File: src/rtl/result_reader.sv
// result_reader: mirror of the CPU result register file.
// Registered random read port plus a valid/ready dump engine.
module result_reader #(
   parameter int ADDR_W = 4,
   parameter int DATA_W = 8
) (
   input  logic              clk,
   input  logic              rst,
   input  logic              eo,
   input  logic [ADDR_W-1:0] addr,
   input  logic [DATA_W-1:0] in,
   input  logic [ADDR_W-1:0] rd_addr,
   output logic [DATA_W-1:0] rd_data,
   input  logic              dump_start,
   output logic              dump_busy,
   output logic              dump_done,
   output logic              out_valid,
   input  logic              out_ready,
   output logic [ADDR_W-1:0] out_addr,
   output logic [DATA_W-1:0] out_data
);

   localparam int DEPTH = 2 ** ADDR_W;
   localparam logic [ADDR_W-1:0] LAST = ADDR_W'(DEPTH - 1);

   typedef enum logic [1:0] {
      IDLE,
      LOAD,
      SEND,
      DONE
   } state_t;

   state_t state_q, state_d;

   logic [DATA_W-1:0] mem_q [DEPTH];
   logic [DATA_W-1:0] rd_data_q;
   logic [ADDR_W-1:0] ptr_q, ptr_d;
   logic              out_valid_q, out_valid_d;
   logic [ADDR_W-1:0] out_addr_q, out_addr_d;
   logic [DATA_W-1:0] out_data_q, out_data_d;
   logic              busy_q, busy_d;
   logic              done_q, done_d;

   logic              beat_acc;

   assign beat_acc = out_valid_q & out_ready;

   // Mirror of the snooped result bus; reset wipes every entry
   always_ff @(posedge clk) begin
      if (rst) begin
         for (int i = 0; i < DEPTH; i++) begin
            mem_q[i] <= '0;
         end
      end else if (eo) begin
         mem_q[addr] <= in;
      end
   end

   // Random read, old data wins against a same-cycle write
   always_ff @(posedge clk) begin
      if (rst) begin
         rd_data_q <= '0;
      end else begin
         rd_data_q <= mem_q[rd_addr];
      end
   end

   // Dump FSM state register
   always_ff @(posedge clk) begin
      if (rst) begin
         state_q <= IDLE;
      end else begin
         state_q <= state_d;
      end
   end

   // Dump FSM next state; a start outside IDLE is dropped
   always_comb begin
      state_d = state_q;
      unique case (state_q)
         IDLE: begin
            if (dump_start) begin
               state_d = LOAD;
            end
         end
         LOAD: begin
            state_d = SEND;
         end
         SEND: begin
            if (beat_acc) begin
               state_d = (ptr_q == LAST) ? DONE : LOAD;
            end
         end
         DONE: begin
            state_d = IDLE;
         end
         default: begin
            state_d = IDLE;
         end
      endcase
   end

   // Dump FSM outputs; the beat is captured once in LOAD and then frozen
   always_comb begin
      ptr_d       = ptr_q;
      out_valid_d = out_valid_q;
      out_addr_d  = out_addr_q;
      out_data_d  = out_data_q;
      unique case (state_q)
         IDLE: begin
            if (dump_start) begin
               ptr_d = '0;
            end
         end
         LOAD: begin
            out_addr_d  = ptr_q;
            out_data_d  = mem_q[ptr_q];
            out_valid_d = 1'b1;
         end
         SEND: begin
            if (beat_acc) begin
               out_valid_d = 1'b0;
               if (ptr_q != LAST) begin
                  ptr_d = ptr_q + 1'b1;
               end
            end
         end
         DONE: begin
            out_valid_d = 1'b0;
         end
         default: begin
            out_valid_d = 1'b0;
         end
      endcase
      busy_d = (state_d != IDLE);
      done_d = (state_d == DONE);
   end

   // Registered dump datapath and status flags
   always_ff @(posedge clk) begin
      if (rst) begin
         ptr_q       <= '0;
         out_valid_q <= 1'b0;
         out_addr_q  <= '0;
         out_data_q  <= '0;
         busy_q      <= 1'b0;
         done_q      <= 1'b0;
      end else begin
         ptr_q       <= ptr_d;
         out_valid_q <= out_valid_d;
         out_addr_q  <= out_addr_d;
         out_data_q  <= out_data_d;
         busy_q      <= busy_d;
         done_q      <= done_d;
      end
   end

   assign rd_data   = rd_data_q;
   assign out_valid = out_valid_q;
   assign out_addr  = out_addr_q;
   assign out_data  = out_data_q;
   assign dump_busy = busy_q;
   assign dump_done = done_q;

endmodule

File: config.mk
export PLATFORM = sky130hd
export DESIGN_NAME = result_reader
export DESIGN_NICKNAME = d
export VERILOG_FILES = /design/src/rtl/result_reader.sv
export SDC_FILE = /design/constraint.sdc
export NUM_CORES = 1
export LEC_CHECK = 0
export ABC_AREA = 1
export ABC_CLOCK_PERIOD_IN_PS = 1400
export CAP_MARGIN = 25
export CELL_PAD_IN_SITES_DETAIL_PLACEMENT = 1
export CELL_PAD_IN_SITES_GLOBAL_PLACEMENT = 1
export CORE_AREA = 4 4 146 148
export CTS_BUF_LIST = sky130_fd_sc_hd__clkbuf_16
export CTS_CLUSTER_SIZE = 16
export DETAILED_ROUTE_END_ITERATION = 10
export DIE_AREA = 0 0 150 152
export PLACE_DENSITY = 0.72
export SLEW_MARGIN = 20
export SYNTH_ARGS = -nofsm -noshare
export SYNTH_HDL_FRONTEND = slang
export SYNTH_SLANG_ARGS = --single-unit
File: constraint.sdc
create_clock -name clk -period 1.4 [get_ports clk]
set_input_delay 0.28 -clock clk [delete_from_list [all_inputs] [get_ports clk]]
set_output_delay 0.28 -clock clk [all_outputs]
set_load 0.01 [all_outputs]
==> flow_summary_export.csv <==
group,metric,value,unit
worst_hold_path,hold_class,"primary input to register",
clock_network,holdBufCountCts,0,
grt,overflow,0,
critical_path,path_buf_inv,3,
timing,finalCritPeriodShare,109,%
timing,fin_skew,0.00965,ns
drt,drt-pass1-iter-count,5,
critical_path,path_cells,"buf_8 > clkinv_8 > clkbuf_16 > nand2_1 > nand3_2 > nand3_1 > nand2_1 > nor2_4 > a21oi_1",
cells_and_area,antenna_cells,0,
die,rows,52,
yosys,synth_top_area_share,47.2,%
timing,rsz0062_at_grt,"true",
clock_network,clockBufferDepth,2,
clock_network,cts_buffers,17,
critical_path,worst_setup_path_end_kind,"register",
placed_design,dpl.hpwl,21100,um
critical_path,cp_slowest_stage_delay,0.42,ns
critical_path,crit_fanout,7,
critical_path,crit_path_top_delay_cell,"dfxtp_4",
placed_design,port_buffers,43,
yosys,syn_inst,1019,
timing,hold_violations,0,
critical_path,worstReg2RegStart,"ptr_q[0]",
critical_path,startpoint_type,"register",
cells_and_area,finalNonFillerCells,1434,
placed_design,place_area,9870,um^2
cells_and_area,drive_above_1_share,26.8,%
yosys,synth_fp_nets,1041,
die,fp.dieH,152,um
yosys,yosysWarnings,0,
die,ioPinCount,44,
timing,fin_crit,1.53,ns
pwr,vdd_drop_max,937,uV
drt,routed_wl,32200,um
drt,drc,0,
grt,first_global_vias,7808,
die,dieArea,22800,um^2
placed_design,place_congestion,0.943,
clock_network,cts_num_sinks,157,
drt,vias_per_cell,5.51,
grt,grt_pass1_wl,46400,um
timing,fmax,0.654,GHz
grt,antenna_found_initial,0,
pwr,powerDensity,1070,nW/um^2
pwr,p_leak,4.82,nW
drt,drtAntennaViolNets,0,
drt,drtIter0Drc,771,
timing,drv_slew,0,
yosys,synth_area_per_cell,7.99,um^2
critical_path,reg2reg_depth,9,
cells_and_area,final_area,11400,um^2
yosys,synth_area,8150,um^2
critical_path,critPathRequiredTime,1.72,ns
critical_path,crit_cells,9,
timing,holdWs,0.398,ns
critical_path,crit_type,"register to register",
run_status,violations,"negative setup slack",
grt,grt_usage,27.2,%
die,start_util,40.6,%
critical_path,cp-startpoint,"ptr_q[0]",
timing,setup_viol,9,
critical_path,critical_path_arrival,1.85,ns
critical_path,path_delay_family,"simple AND/OR/NAND/NOR gates",
timing,worst_pin_slew,0.501,ns
die,core-area,20000,um^2
critical_path,ff2ff_setup_slack,-0.13,ns
critical_path,r2r-end,"out_data[5]",
yosys,synth_seq_area_share,54.3,%
drt,vias,7905,
clock_network,clkLatencyLatePin,0.44,ns
drt,wl_per_cell,22.5,um
timing,fin_tns_setup,-0.750,ns
yosys,synth_cell_types,20,
cells_and_area,num-nets-final,1173,
critical_path,crit_top_cell,"nand2_1",
grt,grt_max_degree,40,
critical_path,endpoint,"out_data[5]",
clock_network,clk_pin_slew,0.07,ns
yosys,yosysTopAreaCell,"edfxtp_1",
yosys,synth_area_leaders,"edfxtp_1 (47%), nand2_1 (15%), nor2_1 (9.2%)",
run_status,status,"finished, violations left",
die,die_w,150,um
run,drv_cap,0,
yosys,synth-seq-cells,157,
cells_and_area,syn_to_final_growth,39.4,%
timing,worst_slack,-0.128,ns
clock_network,cts_tree,"yes",
placed_design,placed_cells,1387,
clock_network,cts.htree.levels,4,
clock_network,cts_root_buf,"clkbuf_16",
timing,maxSlewHeadroom,66.6,%
layout by cell type (no fill, tap or decap), drive strengths merged:
cell and count:
clkinv 4, dfxtp 29, o21ai 43, clkbuf 23, a21oi 41, clkinvlp 5, nand3 130, o211ai 7
dlymetal6s2s 3, ha 1, nor2 200, bufinv 2, clkdlybuf4s50 14, buf 125, nand2 333, nor3 5
edfxtp 128, dlygate4sd2 23, clkdlybuf4s15 2, inv 46
synthesized netlist by cell type:
cell	count
inv_1	36
buf_6	2
o21ai_0	42
nand3_1	130
ha_1	1
dfxtp_1	29
nor3_2	1
nor3_4	4
buf_4	12
edfxtp_1	128
buf_2	21
buf_1	4
inv_2	5
nand2_2	16
o21ai_1	1
nor2_1	200
nand2_1	317
o211ai_1	7
a21oi_1	41
clkbuf_1	22
cell families (layout without fill, tap and decap cells):
family	Yosys count	in the layout	share of synthesized area, %
AND/OR/NAND/NOR	668	668	34.0
flip-flops	157	157	54.3
buffers and inverters	102	247	5.76
AO/OA/AOI/OAI	91	91	5.81
adder cells (fa/ha/maj)	1	1	0.154
where the power goes:
group          leakage (nW)  internal [mW]  switching (mW)
sequential             1.46           5.33           0.201
clock                 0.280           2.62            2.00
combinational          3.08          0.813            1.24
total                  4.82           8.76            3.44
timing repair:
action	4_1_cts	5_1_grt
gates cloned	1	8
pin swaps	6	38
setup endpoints to repair	197	144
gates resized for setup	62	145
setup buffers	0	8
metrics by stage:
step / setup WS (ns) / power (mW) / utilization [%]
2_1_floorplan: -0.0645 / 6.39 / -
3_3_place_gp: -0.597 / 7.36 / 49.2
3_5_place_dp: -0.609 / 7.40 / 49.2
4_1_cts: -0.0267 / 11.9 / 52.8
5_1_grt: -0.156 / 12.6 / 56.6
6_report: -0.128 / 12.2 / 56.6
worst min-delay path: stages:
cell	delay [ns]
clkdlybuf4s15_1	0.20
buf_4	0.26
a21oi_1	0.06
registers in the layout, indices dropped and copies added, names as in the netlist, 2 cells and up:
name      cells
mem_q       128
out_addr      4
out_data      8
ptr_q         4
rd_data       8
state_q       2
area by class of cell:
type	count	area [um^2]
repair buffers	173	2000
clock inverters	15	148
repair inverters	1	8.76
multi-input cells	760	3840
well taps	270	338
clock buffers	17	425
inverters	41	170
flip-flops and latches	157	4430
fillers	2371	8690
routing by layer:
layer	track usage, %	part of all wire (%)	routed length [um]	up-vias
met5	0	0	0	-
met4	9.11	2.8	906	0
met3	4.83	6.7	2170	57
met2	43.7	49	15700	346
met1	37.3	42	13500	3882
li1	-	-	-	3620
how the worst min path moves through the flow:
| stage | endpoint | cells past startpoint | slack (ns) | start |
|---|---|---|---|---|
| global placement | out_valid | 2 | 0.51 | out_valid |
| detailed placement | out_valid | 2 | 0.52 | out_valid |
| CTS | ptr_q[0] | 3 | 0.42 | rst |
| finish | ptr_q[0] | 3 | 0.40 | rst |
| global route | ptr_q[0] | 3 | 0.43 | rst |
| floorplan | out_valid | 1 | 0.35 | rst |
(Power assumes the default switching activity.)
